<file path="src/rtl/cache_refill_unit_pkg.sv">
// Shared types and constants for the cache refill unit: FSM state encoding,
// beats per line, line offset width and the bus address line-align helper.
package cache_pkg;

    localparam int LINE_BITS   = 128;
    localparam int BEAT_BITS   = 32;
    localparam int BEATS       = LINE_BITS / BEAT_BITS;
    localparam int OFFSET_BITS = $clog2(LINE_BITS / 8);

    typedef enum logic [2:0] {
        ST_IDLE,
        ST_WB_ADDR,
        ST_WB_DATA,
        ST_WB_RESP,
        ST_RD_ADDR,
        ST_RD_DATA,
        ST_COMMIT
    } state_t;

    function automatic logic [31:0] line_align(input logic [31:0] addr);
        return {addr[31:OFFSET_BITS], {OFFSET_BITS{1'b0}}};
    endfunction

endpackage

</file>
<file path="src/rtl/cache_refill_unit_beat_buf.sv">
// Four-slot refill assembly register: beats land lowest slot first, and full
// flags the push that completes the line.
module refill_beat_buf
    import cache_pkg::*;
#(
    parameter int BEAT_WIDTH = 32,
    parameter int DATA_WIDTH = 128
) (
    input  logic                  clk,
    input  logic                  reset,
    input  logic                  clear,
    input  logic                  push,
    input  logic [BEAT_WIDTH-1:0] data_in,
    output logic [DATA_WIDTH-1:0] line_out,
    output logic                  full
);
    localparam int CNT_W = $clog2(BEATS);

    logic [CNT_W-1:0]                 beat_cnt_q;
    logic [BEATS-1:0][BEAT_WIDTH-1:0] slot_q;

    always_ff @(posedge clk) begin
        if (reset) begin
            beat_cnt_q <= '0;
            slot_q     <= '0;
        end else if (clear) begin
            beat_cnt_q <= '0;
        end else if (push) begin
            slot_q[beat_cnt_q] <= data_in;
            beat_cnt_q         <= beat_cnt_q + CNT_W'(1);
        end
    end

    assign line_out = slot_q;
    assign full     = push && (beat_cnt_q == CNT_W'(BEATS - 1));

endmodule

</file>
<file path="src/rtl/cache_refill_unit.sv">
// Miss line-transfer engine: optional victim writeback, 4-beat refill, one-cycle
// commit to the data array. Define CACHE_REFILL_ERR_CHECK_EN for the r_last check.
module cache_refill_unit
    import cache_pkg::*;
#(
    parameter int DATA_WIDTH = 128,
    parameter int BEAT_WIDTH = 32,
    parameter int ADDR_WIDTH = 8
) (
    input  logic                  clk,
    input  logic                  reset,
    input  logic                  req_valid,
    output logic                  req_ready,
    input  logic                  req_wb,
    input  logic [ADDR_WIDTH-1:0] req_index,
    input  logic [31:0]           req_raddr,
    input  logic [31:0]           req_waddr,
    input  logic [DATA_WIDTH-1:0] req_wline,
    output logic                  mem_ar_valid,
    input  logic                  mem_ar_ready,
    output logic [31:0]           mem_ar_addr,
    input  logic                  mem_r_valid,
    output logic                  mem_r_ready,
    input  logic [BEAT_WIDTH-1:0] mem_r_data,
    input  logic                  mem_r_last,
    output logic                  mem_aw_valid,
    input  logic                  mem_aw_ready,
    output logic [31:0]           mem_aw_addr,
    output logic                  mem_w_valid,
    input  logic                  mem_w_ready,
    output logic [BEAT_WIDTH-1:0] mem_w_data,
    output logic                  mem_w_last,
    input  logic                  mem_b_valid,
    output logic                  mem_b_ready,
    output logic                  dm_we,
    output logic [ADDR_WIDTH-1:0] dm_windex,
    output logic [DATA_WIDTH-1:0] dm_wdata,
    output logic                  done,
    output logic                  err,
    output state_t                dbg_state
);
    localparam int CNT_W = $clog2(BEATS);

    // Handshake rule on every channel: a transfer happens on the clock edge where
    // valid and ready are both high; valid never drops and its address/data never
    // change until that edge. Our valids/readies are Moore flags of the next state.
    state_t                           state_q, state_d;
    logic                             req_ready_q, aw_valid_q, w_valid_q, b_ready_q;
    logic                             ar_valid_q, r_ready_q, dm_we_q, done_q;
    logic [CNT_W-1:0]                 wcnt_q;
    logic [ADDR_WIDTH-1:0]            index_q;
    logic [31:0]                      raddr_q, waddr_q;
    logic [BEATS-1:0][BEAT_WIDTH-1:0] wline_q;
    logic                             accept, aw_hs, w_hs, b_hs, ar_hs, push, line_full;
    logic [DATA_WIDTH-1:0]            line;

    assign accept = req_valid & req_ready_q;
    assign aw_hs  = aw_valid_q & mem_aw_ready;
    assign w_hs   = w_valid_q & mem_w_ready;
    assign b_hs   = b_ready_q & mem_b_valid;
    assign ar_hs  = ar_valid_q & mem_ar_ready;
    assign push   = r_ready_q & mem_r_valid;

    refill_beat_buf #(
        .BEAT_WIDTH(BEAT_WIDTH),
        .DATA_WIDTH(DATA_WIDTH)
    ) u_buf (
        .clk     (clk),
        .reset   (reset),
        .clear   (accept),
        .push    (push),
        .data_in (mem_r_data),
        .line_out(line),
        .full    (line_full)
    );

    always_comb begin
        state_d = state_q;
        case (state_q)
            ST_IDLE:    if (accept) state_d = req_wb ? ST_WB_ADDR : ST_RD_ADDR;
            ST_WB_ADDR: if (aw_hs) state_d = ST_WB_DATA;
            ST_WB_DATA: if (w_hs && wcnt_q == CNT_W'(BEATS - 1)) state_d = ST_WB_RESP;
            ST_WB_RESP: if (b_hs) state_d = ST_RD_ADDR;
            ST_RD_ADDR: if (ar_hs) state_d = ST_RD_DATA;
            ST_RD_DATA: if (line_full) state_d = ST_COMMIT;
            ST_COMMIT:  state_d = ST_IDLE;
            default:    state_d = ST_IDLE;
        endcase
    end

    always_ff @(posedge clk) begin
        if (reset) begin
            state_q     <= ST_IDLE;
            req_ready_q <= 1'b1;
            aw_valid_q  <= 1'b0;
            w_valid_q   <= 1'b0;
            b_ready_q   <= 1'b0;
            ar_valid_q  <= 1'b0;
            r_ready_q   <= 1'b0;
            dm_we_q     <= 1'b0;
            done_q      <= 1'b0;
            wcnt_q      <= '0;
            index_q     <= '0;
            raddr_q     <= '0;
            waddr_q     <= '0;
            wline_q     <= '0;
        end else begin
            state_q     <= state_d;
            req_ready_q <= (state_d == ST_IDLE);
            aw_valid_q  <= (state_d == ST_WB_ADDR);
            w_valid_q   <= (state_d == ST_WB_DATA);
            b_ready_q   <= (state_d == ST_WB_RESP);
            ar_valid_q  <= (state_d == ST_RD_ADDR);
            r_ready_q   <= (state_d == ST_RD_DATA);
            dm_we_q     <= (state_d == ST_COMMIT);
            done_q      <= (state_d == ST_COMMIT);
            if (accept) begin
                index_q <= req_index;
                raddr_q <= line_align(req_raddr);
                waddr_q <= line_align(req_waddr);
                wline_q <= req_wline;
                wcnt_q  <= '0;
            end else if (w_hs) begin
                wcnt_q  <= wcnt_q + CNT_W'(1);
            end
        end
    end

`ifdef CACHE_REFILL_ERR_CHECK_EN
    logic err_q;

    // r_last must coincide exactly with the beat that completes the line.
    always_ff @(posedge clk) begin
        if (reset) begin
            err_q <= 1'b0;
        end else if (push && (mem_r_last != line_full)) begin
            err_q <= 1'b1;
        end
    end
    assign err = err_q;
`else
    logic r_last_unused;
    assign r_last_unused = mem_r_last;
    assign err           = 1'b0;
`endif

    assign req_ready    = req_ready_q;
    assign mem_aw_valid = aw_valid_q;
    assign mem_aw_addr  = waddr_q;
    assign mem_w_valid  = w_valid_q;
    assign mem_w_data   = wline_q[wcnt_q];
    assign mem_w_last   = w_valid_q && (wcnt_q == CNT_W'(BEATS - 1));
    assign mem_b_ready  = b_ready_q;
    assign mem_ar_valid = ar_valid_q;
    assign mem_ar_addr  = raddr_q;
    assign mem_r_ready  = r_ready_q;
    assign dm_we        = dm_we_q;
    assign dm_windex    = index_q;
    assign dm_wdata     = line;
    assign done         = done_q;
    assign dbg_state    = state_q;

endmodule

</file>
<file path="config.mk">
export PLATFORM = sky130hd
export DESIGN_NAME = cache_refill_unit
export DESIGN_NICKNAME = d
export VERILOG_FILES = /design/src/rtl/cache_refill_unit_pkg.sv /design/src/rtl/cache_refill_unit_beat_buf.sv /design/src/rtl/cache_refill_unit.sv
export SDC_FILE = /design/constraint.sdc
export NUM_CORES = 1
export LEC_CHECK = 0
export ABC_CLOCK_PERIOD_IN_PS = 2000
export BUFFER_PORTS_ARGS = -buffer_cell sky130_fd_sc_hd__buf_2
export CAP_MARGIN = 10
export CORE_MARGIN = 2
export CORE_UTILIZATION = 32
export CTS_BUF_LIST = sky130_fd_sc_hd__clkbuf_4
export CTS_CLUSTER_DIAMETER = 50
export DETAILED_ROUTE_END_ITERATION = 8
export PLACE_DENSITY = 0.62
export SLEW_MARGIN = 20
export SYNTH_ARGS = -nofsm -noshare
export SYNTH_HDL_FRONTEND = slang
export SYNTH_SLANG_ARGS = --single-unit
export TNS_END_PERCENT = 30
</file>
<file path="constraint.sdc">
create_clock -name clk -period 2 [get_ports clk]
set_input_delay 0.1 -clock clk [delete_from_list [all_inputs] [get_ports clk]]
set_output_delay 0.1 -clock clk [all_outputs]
set_load 0.02 [all_outputs]
</file>
**After elaboration in Yosys (flattened, before gate mapping)**

Cells that the tools add are included.

- Flip-flop bits (word level): 334
- Output and inout bits: 245
- Logic and storage cells: 67

- Add/subtract/negate cells: 2
- Magnitude comparators: 3
- Eq/ne operators: 13
- Multiplexer cells: 13
- Bitwise gates (word level): 7
- Reductions and logical operators: 8

Operators with widths:

| cell | count |
|---|---|
| $bwmux 128 | 1 |
| $bmux 32 s2 | 1 |
| $demux 32 s2 | 1 |
| $mux 32 | 2 |
| $mux 3 | 7 |
| $pmux 3 s6 | 1 |
| $eq 3x3->1 const B | 5 |
| $eq 3x2->1 const B | 4 |
| $and 1x1->1 | 6 |
| $eq 3x1->1 const B | 2 |
| $logic_not 3->1 | 2 |
| $lt 2x3->1 const B | 2 |
| $add 2x1->2 const B | 2 |
| $eq 2x2->1 const B | 2 |
| $logic_and 1x1->1 | 4 |
| $ge 2x1->1 const B | 1 |
| $reduce_and 2->1 | 1 |
| $reduce_or 2->1 | 1 |
| $not 1->1 | 1 |

**Logic depth before layout (Yosys ltp)**

Gate-level depths: netlist (run 1).

- Depth in word-level cells: 5
- Mapped depth: 7
- Depth with buffers taken out: 5

**Hierarchy**

A second synthesis (run 1) with hierarchy kept.

- Cell total of the unflattened synthesis: 1410
- Area total of the unflattened synthesis: 13180.1 um^2

By module, submodules not included:

| module | instances | cells each | area an instance (um^2) | sequential area each (um^2) |
|---|---|---|---|---|
| cache_refill_unit | 1 | 941 | 7912.6 | 4083.9 |
| refill_beat_buf | 1 | 469 | 5267.6 | 2602.5 |

**Worst setup path before layout (run 1)**

OpenSTA, ideal clock, no wires.

- Path type: register -> register
- Start point: reg u_buf.beat_cnt_q[0]
- End point: reg r_ready_q (netlist: mem_r_ready)
- Setup time: 116 ps
- Arrival time: 1386 ps
- Required time: 1884 ps
- Setup slack: 499 ps
- Stages on the path, launching flop included: 6
- Path buffers: 0
- Path through: dfxtp_1 ha_1 nand3_1 a32o_2 nor3_4 and3b_1

- Cells in the longest elaborated chain, start to end: 5

RTL lines:

| item | RTL line | RTL |
|---|---|---|
| from (decl) | cache_refill_unit_beat_buf.sv:19 | `logic [CNT_W-1:0] beat_cnt_q;` |
| from (signal assigned) | cache_refill_unit_beat_buf.sv:30 | `beat_cnt_q <= beat_cnt_q + CNT_W'(1);` |
| $eq 2x2->1 | cache_refill_unit_beat_buf.sv:35 | `assign full = push && (beat_cnt_q == CNT_W'(BEATS - 1));` |
| $logic_and 1x1->1 | cache_refill_unit_beat_buf.sv:35 |  |
| $mux 3 | cache_refill_unit.sv:85 | `ST_RD_DATA: if (line_full) state_d = ST_COMMIT;` |
| $pmux 3 s6 | cache_refill_unit.sv:79 | `case (state_q)` |
| $eq 3x3->1 | cache_refill_unit.sv:114 | `r_ready_q <= (state_d == ST_RD_DATA);` |
| to (signal assigned) | cache_refill_unit.sv:114 |  |
| to (decl) | cache_refill_unit.sv:49 | `logic ar_valid_q, r_ready_q, dm_we_q, done_q;` |

No other way between the ends.
A chain may end at the register's enable or synchronous reset.

**Worst setup path after layout (run 1)**

- Start point: reg wcnt_q[1]
- End point: out mem_w_data[2]

- Cells in the longest elaborated chain, start to end: 2

RTL lines:

| item | RTL line | RTL |
|---|---|---|
| from (decl) | cache_refill_unit.sv:50 | `logic [CNT_W-1:0] wcnt_q;` |
| from (signal assigned) | cache_refill_unit.sv:124 | `wcnt_q <= wcnt_q + CNT_W'(1);` |
| $bmux 32 s2 | cache_refill_unit.sv:151 | `assign mem_w_data = wline_q[wcnt_q];` |
| $mux 32 (not written as such) | cache_refill_unit.sv:151 |  |
| to (decl) | cache_refill_unit.sv:31 | `output logic [BEAT_WIDTH-1:0] mem_w_data,` |

No other way between the ends. The select of a mux whose other input is x is not followed.

==> key figures, run 1 <==
Outcome
  • Status: complete, but fails checks
  • Violated checks: negative setup slack

Pwr
  • Register share of total power: 0.450
  • Sw Ratio: 0.272
  • Peak VDD IR: 0.440 mV
  • Power Dens Cells: 819 nW/um2
  • Gate power share: 0.144
  • Clk network pwr share: 0.406
  • Switch Pwr: 4.34 mW
  • Internal power: 11.6 mW
  • Lkg Pwr: 8.44 nW

STA
  • Fin. max-slew vios: 0
  • Setup repair after global routing missed its margin: yes
  • Max Clock Skew: 0.0336 ns
  • Final Setup Violations: 32
  • Final period util: 1.11
  • Fmax: 448 MHz
  • Hold Fails Final Rpt: 0
  • Setup ws final: -0.230 ns
  • Slew @ Worst Pin: 0.644 ns
  • Final Critical Period: 2.23 ns
  • Slew headroom: 0.571

Place
  • Port-buffer cells: 468
  • Dpl hpwl: 26.8 mm
  • RePlAce Congestion: 0.903
  • Inst Count DP: 2410

Logic synthesis
  • Number of synthesized flops with an enable pin: 0
  • Synth top cells by count: 641 x nand2_1, 334 x dfxtp_1, 320 x a21oi_1
  • Cells after synthesis: 1511
  • Count leader, synth: nand2_1
  • Synth Flop Type: dfxtp_1
  • Async set or reset register ratio after synthesis: 0
  • Cell taking the most area after synthesis: dfxtp_1
  • Top cell type's share of synthesized area: 0.535
  • Post-synthesis sequential area ratio: 0.535
  • Post-Syn Area: 12500 um2
  • Synth area leaders: dfxtp_1 54%, nand2_1 19%, a21oi_1 13%
  • Synth Warn #: 0
  • Syn avg cell area: 8.27 um2
  • Synth cell types: 35
  • Yosys reg bits: 334

Floorplanning
  • Row cnt: 72
  • Die area: 40600 um2
  • Die Ht: 202 um
  • Core box area: 38600 um2
  • I/O pins: 487
  • Initial Util: 0.324
  • Die X: 202 um

Clocking
  • Clock latency on the worst-skew pair: 0.76 ns
  • CTS tree: built
  • Clock-pin slew on the worst setup and hold paths: 0.06 ns
  • CTS root buf: clkbuf_4
  • CTS buffer count: 92
  • CTS Buffer Depth: 3
  • Clock sink total: 334
  • H-tree level count: 3

Route
  • WL final: 46.0 mm
  • Via count: 13600
  • DRC: 0
  • Vias per cell: 4.78
  • Pre-antenna DRT Iters: 5
  • Post-DRT Antenna Nets: 0
  • Initial drt markers: 896
  • Routed WL per cell: 16.1 um

Finish
  • P&R area growth vs syn: 55.6%
  • Fill cell count: 3516
  • Multi-input gate area: 5200 um2
  • Finished Layout Cells: 2851
  • Reg area: 6700 um2
  • Fin nets: 2508
  • Layout cells sized above 1: 0.307
  • Final core utilization: 0.504

Run
  • Max Cap Viol: 0

Global route
  • Initial antenna violation count: 1
  • Total track usage: 0.213
  • Vias in the first global route: 13600
  • Pin count of the biggest net entering global routing: 126
  • First-pass GRT wire length: 70.1 mm
  • GRT Residual Overflow: 0

Setup path
  • CP Max Fanout: 7
  • Crit end category: output pin
  • CP Launch Type: register
  • Delay-heaviest family, CP: multiplexers
  • Crit Path Category: register to output pin
  • Worst EP required: 1.90 ns
  • CP Data Arrival Time: 2.13 ns
  • Slowest cell on crit path: mux4_2
  • CP cell instances: buf_12 > mux4_2 > buf_6
  • Buf/Inv on CP: 2
  • Crit path largest cell delay: 0.56 ns

Worst hold path
  • Min-delay worst type: primary input to register
tightest hold or removal path: stages:
cell and delay [ns]:
dlygate4sd3_1 0.53, buf_2 0.12, nand2_1 0.04, a21oi_1 0.05
through the flow:
step           area [um2]  power (mW)  hold WS [ns]  TNS, ns  worst slack (ns)
2_1_floorplan       12500        8.36         0.236        0             0.499
5_1_grt             19400        16.7        0.0502   -10.24            -0.359
3_5_place_dp        15300        9.09         0.348        0             0.305
6_report            19400        15.9         0.101    -5.82            -0.230
3_3_place_gp        15300        9.05         0.342        0             0.331
4_1_cts             19200        16.0      0.000636    -9.12            -0.343
layer usage:
layer / global-route usage / vias up / part of all wire
met5: 0 / - / 0
met3: 0.0714 / 135 / 0.092
met4: 0.117 / 0 / 0.041
met2: 0.358 / 660 / 0.48
li1: - / 6470 / -
met1: 0.238 / 6349 / 0.39
power groups by stage:
stage	Sequential, mW	Combinational, mW	Clock, mW
global placement	7.28	1.77	0
global route	7.18	2.46	7.01
floorplan	7.40	0.957	0
finish	7.16	2.29	6.47
detailed placement	7.29	1.80	0
CTS	7.14	2.21	6.63
path summary, 6_finish.rpt:
path / startpoint / end / slack, ns / cells after the start
setup / recovery: wcnt_q[1] / mem_w_data[2] / -0.23 / 3
hold / removal: req_wline[95] / wline_q[95] / 0.10 / 4
setup reg to reg: req_ready / wline_q[93] / 0.16 / 4
hold reg to reg: mem_ar_addr[24] / mem_ar_addr[24] / 0.45 / 2
flip-flops by register name (all words and copies together), names as in the netlist:
| signal | flops |
|---|---|
| dbg_state | 3 |
| wline_q | 128 |
| u_buf.line_out | 128 |
| req_ready | 1 |
| mem_aw_addr | 28 |
| mem_aw_valid | 1 |
| mem_r_ready | 1 |
| dm_windex | 8 |
| done | 1 |
| wcnt_q | 2 |
| mem_b_ready | 1 |
| u_buf.beat_cnt_q | 2 |
| mem_ar_valid | 1 |
| mem_ar_addr | 28 |
| mem_w_valid | 1 |
placed cells by master, fill, tap and decap left out, types with 3 or more instances in the layout:
cell           synthesis  routed
a21oi_1              320     320
and2_1                 4       3
and3_1                 4       4
buf_12                 0      17
buf_2                 42     453
buf_4                 32      30
buf_6                  0      14
clkbuf_4               0     147
clkinv_1               0      10
conb_1                 1       9
dfxtp_1              334     331
dfxtp_4                0       3
dlygate4sd3_1          0     256
ha_1                   5       4
inv_1                  3       3
mux2i_1                3       3
mux4_2                32      32
nand2_1              641     641
nand3_1                8       8
nor2_1                 4       4
nor3_1                 5       5
logic make-up (layout without fill, tap and decap cells):
group,count (synthesis),after routing,synth area share
adder cells (fa/ha/maj),5,5,0.00501
AND/OR/NAND/NOR,679,679,0.213
XOR/XNOR,2,2,0.00140
buffers and inverters,129,942,0.0526
other,1,10,0.000300
multiplexers,35,35,0.0601
flip-flops,334,334,0.535
AO/OA/AOI/OAI,326,326,0.133
timing repair:
item	4_1_cts	5_1_grt
setup buffers	3	13
setup endpoints to repair	33	49
gates resized for setup	12	23
hold endpoints to repair	334	0
cloned	1	2
pin swaps	0	1
hold buffers	256	0
final cells by class:
class / instances / share of cell area
clock buffers: 147 / 0.0568
well taps: 518 / 0.0333
diodes: 1 / 0.000129
inverters: 3 / 0.000579
clock inverters: 18 / 0.00695
repair buffers: 774 / 0.290
flip-flops and latches: 334 / 0.345
multi-input cells: 1056 / 0.267
(Power assumes the default switching activity.)
==> inputs of run 2 (changes only) <==
Settings changed: BUFFER_PORTS_ARGS -buffer_cell sky130_fd_sc_hd__buf_2 to default, DONT_BUFFER_PORTS from default to 1, GPL_TIMING_DRIVEN from default to 0, PLACE_DENSITY 0.62 to 0.52.
==> run 2 against run 1 <==
  * The run still ends with negative setup slack left
  * Core utilization down 1.7 points
  * Via count down 3.2%
  * Routed wire length up 17%
  * Cell count down 7.5%
  * Cell area down 3.4%
  * Critical endpoint is now mem_w_data[21]
  * Largest power group unchanged
==> key figures, run 2 (synthesis gave the netlist of run 1 again) <==
Outcome
  • Status: complete, but fails checks (unchanged)
  • Violated checks: negative setup slack (unchanged)

Global route
  • Initial antenna violation count: 7 (was 1)
  • Total track usage: 0.258 (was 0.213)
  • Pin count of the biggest net entering global routing: 15 (was 126)
  • First-pass GRT wire length: 81.5 mm (was 70.1 mm)
  • GRT Residual Overflow: 0 (unchanged)
  • Vias in the first global route: 14000 (was 13600)

Place
  • Inst Count DP: 2037 (was 2410)
  • Port-buffer cells: 0 (was 468)
  • Dpl hpwl: 34.0 mm (was 26.8 mm)
  • RePlAce Congestion: 0.844 (was 0.903)
  • Placed instance area: 13200 um2 (was 15300 um2)

Finish
  • Final core utilization: 0.487 (was 0.504)
  • Reg area: 6690 um2 (was 6700 um2)
  • Multi-input gate area: 5180 um2 (was 5200 um2)
  • P&R area growth vs syn: 50.4% (was 55.6%)
  • Fin nets: 2291 (was 2508)
  • Fill cell count: 3571 (was 3516)
  • Finished Layout Cells: 2638 (was 2851)
  • Commonest cells after routing, fill and taps aside: 641 x nand2_1, 423 x dlygate4sd3_1, 328 x dfxtp_1, 320 x a21oi_1, 136 x clkbuf_4 (was 641 x nand2_1, 453 x buf_2, 331 x dfxtp_1, 320 x a21oi_1, 256 x dlygate4sd3_1)
  • Commonest non-fill, non-tap cell in the layout: nand2_1 (unchanged)
  • Final Instance Area: 18800 um2 (was 19400 um2)
  • Layout cells sized above 1: 0.129 (was 0.307)

Floorplanning
  • Row cnt: 72 (unchanged)
  • I/O pins: 487 (unchanged)
  • Die X: 202 um (unchanged)
  • Core box area: 38600 um2 (unchanged)
  • Die area: 40600 um2 (unchanged)
  • Die Ht: 202 um (unchanged)
  • Initial Util: 0.324 (unchanged)

Clocking
  • Clock latency on the worst-skew pair: 0.78 ns (was 0.76 ns)
  • CTS buffer count: 94 (was 92)
  • Clock-pin slew on the worst setup and hold paths: 0.06 ns (about the same)
  • Clock sink total: 334 (unchanged)
  • CTS Buffer Depth: 3 (unchanged)
  • CTS tree: built (unchanged)
  • H-tree level count: 3 (unchanged)
  • CTS root buf: clkbuf_4 (unchanged)

Route
  • Post-DRT Antenna Nets: 0 (unchanged)
  • Pre-antenna DRT Iters: 5 (unchanged)
  • WL final: 53.7 mm (was 46.0 mm)
  • Via count: 13200 (was 13600)
  • Routed WL per cell: 20.4 um (was 16.1 um)
  • DRC: 0 (unchanged)
  • Vias per cell: 5.00 (was 4.78)
  • Initial drt markers: 781 (was 896)

Worst hold path
  • Min-delay worst type: primary input to register (unchanged)

STA
  • Final Critical Period: 2.15 ns (was 2.23 ns)
  • Final period util: 1.08 (was 1.11)
  • Fin. max-slew vios: 0 (unchanged)
  • Final Setup Violations: 32 (unchanged)
  • Fmax: 464 MHz (was 448 MHz)
  • Slew @ Worst Pin: 0.817 ns (was 0.644 ns)
  • Setup repair after global routing missed its margin: yes (unchanged)
  • Slew headroom: 0.455 (was 0.571)
  • Hold Fails Final Rpt: 0 (unchanged)
  • Setup ws final: -0.155 ns (was -0.230 ns)
  • Max Clock Skew: 0.0504 ns (was 0.0336 ns)

Setup path
  • Worst setup path endpoint: mem_w_data[21] (was mem_w_data[2])
  • CP cell instances: buf_12 > buf_12 > mux4_2 (was buf_12 > mux4_2 > buf_6)
  • Reg-to-Reg End: wline_q[89] (was wline_q[93])
  • Cell mode on critical path: buf_12
  • Crit path largest cell delay: 0.64 ns (was 0.56 ns)
  • CP startpoint: wcnt_q[1] (unchanged)
  • Slowest cell on crit path: mux4_2 (unchanged)
  • Worst reg2reg path depth: 5 (was 4)
  • CP Launch Type: register (unchanged)
  • CP Max Fanout: 7 (unchanged)
  • CP Data Arrival Time: 2.05 ns (was 2.13 ns)
  • Crit end category: output pin (unchanged)
  • Crit Path Category: register to output pin (unchanged)
  • Worst r2r src: req_ready (unchanged)
  • Worst EP required: 1.90 ns (about the same)
  • Worst R2R Setup Slack: 0.11 ns (was 0.16 ns)

Run
  • Max Cap Viol: 0 (unchanged)

Pwr
  • Peak VDD IR: 0.418 mV (was 0.440 mV)
  • Lkg Pwr: 7.03 nW (was 8.44 nW)
  • Power Dens Cells: 842 nW/um2 (was 819 nW/um2)
  • Power Total: 15.8 mW (was 15.9 mW)
-- run 2: stage by stage --
step	hold WS, ns	setup TNS, ns	worst slack (ns)
6_report	0.0813	-3.65	-0.155
5_1_grt	0.00913	-7.22	-0.266
4_1_cts	0.00218	-6.77	-0.254
3_5_place_dp	0.242	-0.0197	-0.0173
3_3_place_gp	0.238	0	0.0154
2_1_floorplan	0.236	0	0.499
-- run 2: layer usage --
layer	vias to the layer above	global-route usage	part of all wire
met1	6259	0.277	0.38
met3	182	0.102	0.093
met2	665	0.442	0.49
met5	-	0	0.00020
met4	2	0.127	0.043
li1	6074	-	-
-- run 2: where the power goes --
group | switching [mW] | internal [mW] | leakage, nW
logic | 1.18 | 0.964 | 3.61
registers | 0.390 | 6.98 | 2.72
clock network | 3.05 | 3.26 | 0.698
total | 4.62 | 11.2 | 7.03
-- run 2: timing repair --
item / 4_1_cts / 5_1_grt
pin swaps: 0 / 0
cloned: 1 / 1
endpoints found under the hold margin: 334 / 0
gates resized for setup: 28 / 5
buffers inserted: 2 / 2
hold buffers: 423 / 0
endpoints found under the setup margin: 50 / 68
-- run 2: worst max-delay path, delay by kind of cell, from the launching register on --
| family | cells | cell delay (ns) |
|---|---|---|
| buf+inv | 2 | 0.30 |
| flops | 1 | 0.35 |
| mux | 1 | 0.64 |
-- run 2: final cells by class --
class / instances / share of cell area
flip-flops and latches: 334 / 0.356
multi-input cells: 1056 / 0.276
repair buffers: 429 / 0.230
clock buffers: 136 / 0.0543
plain buffers: 126 / 0.0392
well taps: 518 / 0.0345
clock inverters: 29 / 0.00866
diodes: 7 / 0.000932
inverters: 3 / 0.000599
-- run 2: how the worst min path moves through the flow --
stage | start | to | slack, ns | cells past startpoint
after floorplan | req_wline[0] | wline_q[0] | 0.24 | 2
after global placement | req_raddr[20] | mem_ar_addr[20] | 0.24 | 2
after detailed placement | req_waddr[18] | mem_aw_addr[18] | 0.24 | 2
after CTS | mem_r_data[31] | u_buf.line_out[31] | 0.002 | 3
after global routing | req_wline[117] | wline_q[117] | 0.009 | 3
final | req_wline[117] | wline_q[117] | 0.08 | 3
